==> config.mk <==
export PLATFORM = sky130hd
export DESIGN_NAME = change_dispenser
export DESIGN_NICKNAME = d
export VERILOG_FILES = /design/src/rtl/change_dispenser_pkg.sv /design/src/rtl/change_dispenser_coin_picker.sv /design/src/rtl/change_dispenser.sv
export SDC_FILE = /design/constraint.sdc
export NUM_CORES = 1
export LEC_CHECK = 0
export BUFFER_PORTS_ARGS = -buffer_cell sky130_fd_sc_hd__buf_2
export CAP_MARGIN = 10
export CORE_ASPECT_RATIO = 0.9
export CORE_MARGIN = 3
export CORE_UTILIZATION = 50
export DETAILED_ROUTE_END_ITERATION = 10
export GPL_ROUTABILITY_DRIVEN = 0
export GPL_TIMING_DRIVEN = 0
export PLACE_DENSITY = 0.73
export SLEW_MARGIN = 10
export SYNTH_ARGS = -nofsm -noshare
export SYNTH_HDL_FRONTEND = slang
export SYNTH_SLANG_ARGS = --single-unit
==> constraint.sdc <==
create_clock -name clk -period 3 [get_ports clk]
set_input_delay 0.45 -clock clk [delete_from_list [all_inputs] [get_ports clk]]
set_output_delay 0.45 -clock clk [all_outputs]
set_load 0.05 [all_outputs]
==> src/rtl/change_dispenser_pkg.sv <==
// ---------------------------------------------------------------------------
// change_dispenser_pkg
// Shared definitions for the change dispenser:
//   - denomination codes (00=1, 01=2, 10=5, 11=10 yuan)
//   - denom_value(): code -> coin value in yuan
//   - state_e: FSM state encoding
//   - MAX_STOCK: default per-denomination stock ceiling (fits 4 bits)
// ---------------------------------------------------------------------------
package change_dispenser_pkg;

    localparam logic [1:0] DENOM_1  = 2'b00;
    localparam logic [1:0] DENOM_2  = 2'b01;
    localparam logic [1:0] DENOM_5  = 2'b10;
    localparam logic [1:0] DENOM_10 = 2'b11;

    localparam int unsigned MAX_STOCK = 15;

    typedef enum logic [2:0] {
        ST_IDLE     = 3'd0,
        ST_SELECT   = 3'd1,
        ST_ISSUE    = 3'd2,
        ST_WAIT_ACK = 3'd3,
        ST_DONE     = 3'd4,
        ST_FAULT    = 3'd5
    } state_e;

    function automatic logic [6:0] denom_value(input logic [1:0] code);
        logic [6:0] v;
        case (code)
            DENOM_1:  v = 7'd1;
            DENOM_2:  v = 7'd2;
            DENOM_5:  v = 7'd5;
            default:  v = 7'd10;
        endcase
        return v;
    endfunction

endpackage

==> src/rtl/change_dispenser_coin_picker.sv <==
// ---------------------------------------------------------------------------
// coin_picker
// Combinational greedy selector: returns the largest denomination whose value
// does not exceed the amount still owed and which has at least one coin left.
// Ports:
//   remaining      in  7  change still owed
//   stock0..stock3 in  4  stock of 1, 2, 5, 10 yuan coins
//   found          out 1  a usable denomination exists
//   code           out 2  denomination code of the chosen coin (valid with found)
// ---------------------------------------------------------------------------
module coin_picker
    import change_dispenser_pkg::*;
(
    input  logic [6:0] remaining,
    input  logic [3:0] stock0,
    input  logic [3:0] stock1,
    input  logic [3:0] stock2,
    input  logic [3:0] stock3,
    output logic       found,
    output logic [1:0] code
);

    // Priority from largest value down; the value test guarantees that the
    // subtraction done on acknowledge can never underflow.
    always_comb begin
        found = 1'b0;
        code  = DENOM_1;
        if ((stock3 != 4'd0) && (remaining >= 7'd10)) begin
            found = 1'b1;
            code  = DENOM_10;
        end else if ((stock2 != 4'd0) && (remaining >= 7'd5)) begin
            found = 1'b1;
            code  = DENOM_5;
        end else if ((stock1 != 4'd0) && (remaining >= 7'd2)) begin
            found = 1'b1;
            code  = DENOM_2;
        end else if ((stock0 != 4'd0) && (remaining >= 7'd1)) begin
            found = 1'b1;
            code  = DENOM_1;
        end
    end

endmodule

==> src/rtl/change_dispenser.sv <==
// ---------------------------------------------------------------------------
// change_dispenser
// Pays out an amount of change one coin at a time through an external coin
// mechanism, picking the largest usable denomination for every coin.
//
// Coin handshake: coin_req rises one cycle after ISSUE with coin_sel already
// registered; both stay stable until coin_ack is sampled high in WAIT_ACK.
// coin_ack outside WAIT_ACK is ignored. After each ack coin_req is low for at
// least two cycles (SELECT, ISSUE) before the next coin is requested. If no
// ack arrives within ACK_TIMEOUT cycles the block parks in FAULT.
//
// Ports:
//   clk         in  1  clock, rising edge
//   rst_n       in  1  asynchronous reset, ACTIVE HIGH despite the name
//   start       in  1  pay out change_amt (taken only in IDLE)
//   change_amt  in  7  amount to pay, 0..127
//   coin_ack    in  1  mechanism ejected one coin of coin_sel
//   refill_en   in  1  add refill_qty coins of refill_sel (taken only in IDLE)
//   refill_sel  in  2  denomination code for refill
//   refill_qty  in  4  number of coins to add (saturates at MAX_STOCK)
//   busy        out 1  payout in progress (start accepted .. DONE exited)
//   coin_req    out 1  request one coin of coin_sel
//   coin_sel    out 2  denomination of the pending coin
//   remaining   out 7  change still owed
//   done        out 1  one-cycle end-of-payout pulse
//   short_chg   out 1  payout ended with remaining > 0; held until next start
//   fault       out 1  sticky ack-timeout flag
//   stock0..3   out 4  coin stock for 1, 2, 5, 10 yuan
//   state_dbg   out 3  current FSM state (state_e encoding)
// ---------------------------------------------------------------------------
module change_dispenser #(
    parameter int unsigned ACK_TIMEOUT = 255,
    parameter int unsigned MAX_STOCK   = change_dispenser_pkg::MAX_STOCK
) (
    input  logic       clk,
    input  logic       rst_n,
    input  logic       start,
    input  logic [6:0] change_amt,
    input  logic       coin_ack,
    input  logic       refill_en,
    input  logic [1:0] refill_sel,
    input  logic [3:0] refill_qty,
    output logic       busy,
    output logic       coin_req,
    output logic [1:0] coin_sel,
    output logic [6:0] remaining,
    output logic       done,
    output logic       short_chg,
    output logic       fault,
    output logic [3:0] stock0,
    output logic [3:0] stock1,
    output logic [3:0] stock2,
    output logic [3:0] stock3,
    output logic [2:0] state_dbg
);

    import change_dispenser_pkg::*;

    localparam logic [2:0] S_IDLE     = ST_IDLE;
    localparam logic [2:0] S_SELECT   = ST_SELECT;
    localparam logic [2:0] S_ISSUE    = ST_ISSUE;
    localparam logic [2:0] S_WAIT_ACK = ST_WAIT_ACK;
    localparam logic [2:0] S_DONE     = ST_DONE;
    localparam logic [2:0] S_FAULT    = ST_FAULT;

    localparam int unsigned TW        = (ACK_TIMEOUT < 2) ? 1 : $clog2(ACK_TIMEOUT + 1);
    localparam logic [TW-1:0] T_LAST  = TW'(ACK_TIMEOUT - 1);
    localparam logic [4:0]    STOCK_CAP = 5'(MAX_STOCK);

    logic [2:0]    state;
    logic [TW-1:0] timer;
    logic [3:0]    stock [4];

    logic          pick_found;
    logic [1:0]    pick_code;
    logic [4:0]    refill_sum;
    logic [3:0]    refill_sat;

    coin_picker u_coin_picker (
        .remaining (remaining),
        .stock0    (stock[0]),
        .stock1    (stock[1]),
        .stock2    (stock[2]),
        .stock3    (stock[3]),
        .found     (pick_found),
        .code      (pick_code)
    );

    // Five-bit sum so a large refill saturates instead of wrapping.
    always_comb begin
        refill_sum = {1'b0, stock[refill_sel]} + {1'b0, refill_qty};
        refill_sat = (refill_sum > STOCK_CAP) ? STOCK_CAP[3:0] : refill_sum[3:0];
    end

    always_ff @(posedge clk or posedge rst_n) begin
        if (rst_n) begin
            state     <= S_IDLE;
            timer     <= '0;
            remaining <= 7'd0;
            busy      <= 1'b0;
            coin_req  <= 1'b0;
            coin_sel  <= DENOM_1;
            done      <= 1'b0;
            short_chg <= 1'b0;
            fault     <= 1'b0;
            for (int i = 0; i < 4; i++) begin
                stock[i] <= 4'd0;
            end
        end else begin
            done <= 1'b0;
            case (state)
                S_IDLE: begin
                    // Refill and start may coincide; the stock update lands on
                    // the same edge, so SELECT already sees the new count.
                    if (refill_en) begin
                        stock[refill_sel] <= refill_sat;
                    end
                    if (start) begin
                        remaining <= change_amt;
                        busy      <= 1'b1;
                        short_chg <= 1'b0;
                        state     <= S_SELECT;
                    end
                end
                S_SELECT: begin
                    if (remaining == 7'd0) begin
                        done  <= 1'b1;
                        state <= S_DONE;
                    end else if (pick_found) begin
                        coin_sel <= pick_code;
                        state    <= S_ISSUE;
                    end else begin
                        short_chg <= 1'b1;
                        done      <= 1'b1;
                        state     <= S_DONE;
                    end
                end
                S_ISSUE: begin
                    coin_req <= 1'b1;
                    timer    <= '0;
                    state    <= S_WAIT_ACK;
                end
                S_WAIT_ACK: begin
                    if (coin_ack) begin
                        remaining       <= remaining - denom_value(coin_sel);
                        stock[coin_sel] <= stock[coin_sel] - 4'd1;
                        coin_req        <= 1'b0;
                        state           <= S_SELECT;
                    end else if (timer == T_LAST) begin
                        // coin_req has now been up ACK_TIMEOUT cycles unanswered.
                        coin_req <= 1'b0;
                        fault    <= 1'b1;
                        state    <= S_FAULT;
                    end else begin
                        timer <= timer + 1'b1;
                    end
                end
                S_DONE: begin
                    busy  <= 1'b0;
                    state <= S_IDLE;
                end
                S_FAULT: begin
                    // Parked until reset: busy stays high, remaining frozen.
                end
                default: begin
                    state <= S_IDLE;
                end
            endcase
        end
    end

    assign stock0    = stock[0];
    assign stock1    = stock[1];
    assign stock2    = stock[2];
    assign stock3    = stock[3];
    assign state_dbg = state;

endmodule

# Word-level counts from Yosys, hierarchy flattened
# Index checks and enable logic that the tools add are counted.
dict set report classes {
  addsub 4
  magnitude_cmp 9
  n_eq_ne 16
  muxes 50
  bitwise 5
  n_reduce_logical 26
}
# operator n
set ops {}
lappend ops {{16-bit bitwise mux} 2}
lappend ops {{16-bit 2-to-1 mux} 2}
lappend ops {{16-bit one-hot mux with 2 select lines} 1}
lappend ops {{4-bit 2-to-1 mux} 7}
lappend ops {{7-bit 2-to-1 mux} 4}
lappend ops {{3-bit AND reduction} 6}
lappend ops {{4-bit binary-select mux with 2-bit select} 2}
lappend ops {{4-bit demux with 2-bit select} 2}
lappend ops {{8-bit 2-to-1 mux} 2}
lappend ops {{8-bit one-hot mux with 2 select lines} 1}
lappend ops {{4-bit nonzero test} 4}
lappend ops {{3-bit 2-to-1 mux} 5}
lappend ops {{3-bit one-hot mux with 5 select lines} 1}
lappend ops {{1-bit 2-to-1 mux} 14}
lappend ops {{2-bit inequality test, second input constant} 7}
lappend ops {{7-bit one-hot mux with 2 select lines} 1}
lappend ops {{4-bit one-hot mux with 3 select lines} 1}
lappend ops {{8-bit by 1-bit adder with 8-bit output, second input constant} 1}
lappend ops {{8-bit == test, second input constant} 1}
lappend ops {{2-bit nonzero test} 4}
lappend ops {{7-bit by 1-bit >= comparator with 1-bit output, second input constant} 1}
lappend ops {{7-bit by 2-bit >= comparator with 1-bit output, second input constant} 1}
lappend ops {{7-bit by 3-bit >= comparator with 1-bit output, second input constant} 1}
lappend ops {{7-bit by 4-bit >= comparator with 1-bit output, second input constant} 1}
lappend ops {{other kinds (22)} 38}
dict set report word_totals {
  regBits 41
  in_bits 18
  output_inout_bits 33
  word_cells 123
}

# Depth between registers and ports, before layout
dict set report logic_depth {
  depth_word 10
  mapped_depth 10
  depth_no_buf 9
}

# Modules after synthesis
# A second synthesis with hierarchy kept.
dict set report unflattened {
  cells_unflattened 302
  area_unflattened_um2 2845.2
}
# mod instances cells_each area_each_um2 seq_area_each_um2
set by_module_without_submodules {}
lappend by_module_without_submodules {change_dispenser 1 282 2697.6 1026.0}
lappend by_module_without_submodules {coin_picker 1 20 147.6 0.0}

# Worst setup path after synthesis
# No wires, ideal clock.
dict set report synth_timing {
  kind {input port to flip-flop}
  from {input refill_sel[0]}
  to {register stock, in the netlist stock1[1]}
  setup_ns 0.121
  arrival_ns 2.598
  required_time_ns 2.879
  setup_slack_ns 0.281
  cell_stages 10
  path_buffers 1
  path_cell_list {clkbuf_1 mux4_2 ha_1 inv_1 fa_1 nor2b_1 o21ai_0 and3_1 o32ai_1 a22o_1}
}
dict set report synth_between {
  elab_chain_len 10
  word_cells_on_any_way 15
  classes_between {1 x add/sub; 3 x order compare; 9 x mux; 1 x bitwise; 1 x reduce/logical}
}
# item line
set synth_rtl {}
lappend synth_rtl {{start, declared} change_dispenser.sv:41} ;# input logic [1:0] refill_sel,
lappend synth_rtl {{2-bit NOT with 3-bit output (implied by the code) *} {change_dispenser.sv:91, change_dispenser.sv:116}}
lappend synth_rtl {{4-bit binary-select mux with 2-bit select} change_dispenser.sv:91} ;# refill_sum = {1'b0, stock[refill_sel]} + {1'b0, refill_qty};
lappend synth_rtl {{4-bit 2-to-1 mux (implied by the code) (2 in series)} change_dispenser.sv:91}
lappend synth_rtl {{4-bit by 4-bit adder with 5-bit output} change_dispenser.sv:91}
lappend synth_rtl {{5-bit by 4-bit greater-than comparator with 1-bit output} change_dispenser.sv:92} ;# refill_sat = (refill_sum > STOCK_CAP) ? STOCK_CAP[3:0] : refill_sum[3:0];
lappend synth_rtl {{4-bit 2-to-1 mux} change_dispenser.sv:92}
lappend synth_rtl {{16-bit bitwise mux *} change_dispenser.sv:116} ;# stock[refill_sel] <= refill_sat;
lappend synth_rtl {{16-bit 2-to-1 mux *} change_dispenser.sv:115} ;# if (refill_en) begin
lappend synth_rtl {{16-bit one-hot mux with 2 select lines *} change_dispenser.sv:111} ;# case (state)
lappend synth_rtl {{end signal, assigned by index} change_dispenser.sv:116}
lappend synth_rtl {{end signal, assigned by index} change_dispenser.sv:146} ;# stock[coin_sel] <= stock[coin_sel] - 4'd1;
lappend synth_rtl {{end, declared} change_dispenser.sv:72} ;# logic [3:0] stock [4];
# Mark *: on every way between the ends. The rest lies on a longest branch, timed or not. The select of a mux whose other input is x is not followed.
# A chain may end at the register's enable or synchronous reset.

# Worst setup path in the final report
dict set report layout_timing {
  from {input refill_sel[0]}
  to {register stock, in the netlist stock2[1]}
}
# The elaborated chain is that of the path after synthesis.

==> impl_metrics.env <==
export IMPL_status="finished, final reports clean"
export IMPL_post_route_drc_count=0
export IMPL_die_height_microns=76.7
export IMPL_synth_top_area_share_pct=36.9
export IMPL_antenna_cells=0
export IMPL_max_freq_mhz=367
export IMPL_slew_violations=0
export IMPL_ys_async_sr_fraction_pct=100
export IMPL_yosysMostFrequentCell="dfrtp_1"
export IMPL_cts_hold_buffers=0
export IMPL_worstMarginPinSlew_ns=0.601
export IMPL_grt_overflow=0
export IMPL_leakage_uw=0.00147
export IMPL_synth_area_sq_um=2780
export IMPL_final_setup_tns_ns=0
export IMPL_place_ws_ns=-0.0507
export IMPL_path_class="input port to flop"
export IMPL_cts_setup_buffers=0
export IMPL_wl_per_cell_microns=17.3
export IMPL_rsz0062_at_grt="false"
export IMPL_drt_wl_total_microns=7270
export IMPL_worstSkewPairLatency_ns=0.30
export IMPL_num_vias=2594
export IMPL_num_rows=25
export IMPL_p_comb_share_pct=65.2
export IMPL_synth_seq_cells=41
export IMPL_crit_start="refill_sel[0]"
export IMPL_fin_nets=383
export IMPL_final_core_util_pct=60.3
export IMPL_switching_share_pct=55.8
export IMPL_h_tree_depth=2
export IMPL_antenna_found_initial=0
export IMPL_synth_area_leader_cell="dfrtp_1"
export IMPL_p_int_uw=1820
export IMPL_initial_core_util_pct=52.2
export IMPL_synth_edf_count=0
export IMPL_synth_ff_type="dfrtp_1"
export IMPL_io_buffers=48
export IMPL_power_uw=4120
export IMPL_drive_gt1_share_pct=23.2
export IMPL_reg2reg_from="stock0[0]"
export IMPL_endpoint_kind="flop"
export IMPL_grt_total_usage_pct=23.0
export IMPL_dr_pass1_iters=7
export IMPL_ctsRootBufferMaster="clkbuf_8"
export IMPL_yosysSeqAreaShare_pct=36.9
export IMPL_post_cts_resized=0
export IMPL_worst_slack_ns=0.272
export IMPL_grt_pass1_vias=2474
export IMPL_power_switching_uw=2300
export IMPL_synthTopCellsByArea="dfrtp_1 37%, ha_1 5.0%, mux4_2 4.9%"
export IMPL_max_cap_violations=0
export IMPL_syn_avg_cell_area_sq_um=9.38
export IMPL_synth_compound_area_share_pct=22.0
export IMPL_hold_viol=0
export IMPL_yosys_area_share_simple_pct=18.9
export IMPL_start_kind="input port"
export IMPL_dp_hpwl_microns=5530
export IMPL_min_period_over_period_pct=90.9
export IMPL_cts_path_max_buffers=2
export IMPL_die_area_sq_um=6490
export IMPL_synth_top_family_by_area="compound AO/OA/AOI/OAI gates"
export IMPL_cts_sinks=41
export IMPL_hold_path_class="input port to async pin"
export IMPL_synthMuxAreaShare_pct=8.96
export IMPL_worstPathArrival_ns=2.92
export IMPL_fin_crit_ns=2.73
export IMPL_drt_first_iter_violations=276
export IMPL_maxSlewHeadroom_pct=59.6
export IMPL_cp_data_required_time_ns=3.19
export IMPL_ant_nets=0
export IMPL_cellPowerDensity_nw_per_um2=1280
export IMPL_synth_cells=296
export IMPL_yosysUniqueCellTypes=53
export IMPL_synthAdderAreaFrac_pct=6.40
export IMPL_synth_commonest_cells="41 x dfrtp_1, 24 x o21ai_0, 22 x nand2_1"
export IMPL_via_per_inst=6.18
export IMPL_die_x_microns=84.6
export IMPL_worst_path_max_fanout=9
export IMPL_synth_fp_nets=327
export IMPL_cts_buffers_inserted=5
export IMPL_seqPwrFrac_pct=25.8
export IMPL_area_growth_pct=15.5
export IMPL_grt_pass1_wl_microns=12200
export IMPL_cts_tree="yes"
export IMPL_finalClockSkew_ns=0.00559
export IMPL_setup_viol=0
export IMPL_vdd_drop_max_mv=0.599
export IMPL_synth_xor_area_share_pct=1.58
export IMPL_coreArea_sq_um=5320
export IMPL_top_level_ports=51
export IMPL_fillers=496
export IMPL_clockPowerShare_pct=9.0
export IMPL_ys_warn_count=0
export IMPL_clk_pin_slew_ns=0.08
export IMPL_grt_max_degree=33
==> power by group through the flow <==
stage	clock network [uW]	logic, uW	registers (uW)
after floorplan	0	1430	1640
after global placement	0	2610	1060
after detailed placement	0	2660	1070
after CTS	375	2680	1060
after global routing	395	2910	1100
final	369	2680	1060
==> worst paths after layout <==
| path | cells after the start | endpoint | slack, ns |
|---|---|---|---|
| min in group clk | 3 | remaining[5] | 0.38 |
| max in group asynchronous | 3 | remaining[0] | 2.51 |
| min reg2reg | 1 | fault | 0.48 |
| max reg2reg | 9 | stock2[1] | 0.46 |
| min | 2 | timer[6] | 0.05 |
| max | 10 | stock2[1] | 0.27 |
==> registers in the layout (all words and copies together), names as in the netlist, 2 cells and up <==
name       count
stock1         4
remaining      7
state_dbg      3
stock0         4
coin_sel       2
stock2         4
stock3         4
timer          8
==> cell type report <==
| class | instances | area (sq um) | share of cell area (%) |
|---|---|---|---|
| multi-input combinational | 221 | 1610 | 50.1 |
| sequential | 41 | 1030 | 32.0 |
| timing repair buffer | 49 | 260 | 8.11 |
| tap | 67 | 83.8 | 2.61 |
| inverter | 21 | 78.8 | 2.46 |
| clock buffer | 5 | 68.8 | 2.15 |
| buffer | 13 | 66.3 | 2.07 |
| clock inverter | 3 | 17.5 | 0.546 |
==> cells by family after synthesis <==
| family | count (synthesis) |
|---|---|
| muxes | 14 |
| adders and majority gates | 13 |
| buffers and inverters | 34 |
| AOI/OAI and AO/OA | 90 |
| and+or+nand+nor | 99 |
| DFF | 41 |
| xor gates and xnor gates | 5 |
==> critical path: stages <==
cell and delay (ns):
clkbuf_1 0.40, mux4_2 0.57, ha_1 0.20, inv_1 0.07, fa_1 0.21, nor2b_1 0.07
o21ai_0 0.30, and3_1 0.31, o22ai_1 0.14, a22o_1 0.19
==> placed cells by master, fill, tap and decap left out, types with 2 or more instances in the layout <==
cell	instances
a32oi_1	6
mux4_1	2
fa_1	2
clkbuf_1	6
a22oi_1	7
buf_2	53
clkinv_2	2
nor2b_1	7
a21o_1	4
nand4_1	5
a22o_1	7
nand2_1	22
nor4b_1	2
a31o_2	3
nand3_1	10
nor2_1	21
o21ai_0	24
xor2_1	3
xnor2_1	2
nand3b_1	5
mux2i_1	5
o21ai_1	6
mux4_2	6
nor3_1	8
and3_1	4
ha_1	11
a31oi_1	2
o22ai_1	5
a21oi_1	10
a211oi_1	2
dfrtp_1	41
nand2b_1	3
nor4_1	5
inv_1	20
or3b_1	2
a21oi_2	2
clkbuf_8	5
o21a_1	3
==> per-stage QoR <==
| step | hold WS (ns) | instance area, sq um | cells |
|---|---|---|---|
| after floorplan | 0.451 | 2780 | 296 |
| after global placement | 0.456 | 3100 | 411 |
| after detailed placement | 0.387 | 3120 | 412 |
| after CTS | 0.0535 | 3210 | 420 |
| after global routing | 0.0573 | 3210 | 420 |
| final | 0.0534 | 3210 | 420 |
==> metal layers <==
metal	wire length, microns	GRT usage (%)
met1	3110	31.6
met2	3490	37.9
met3	596	3.76
met4	76	6.01
met5	0	0
No activity file was read; power rests on OpenSTA's default activity.
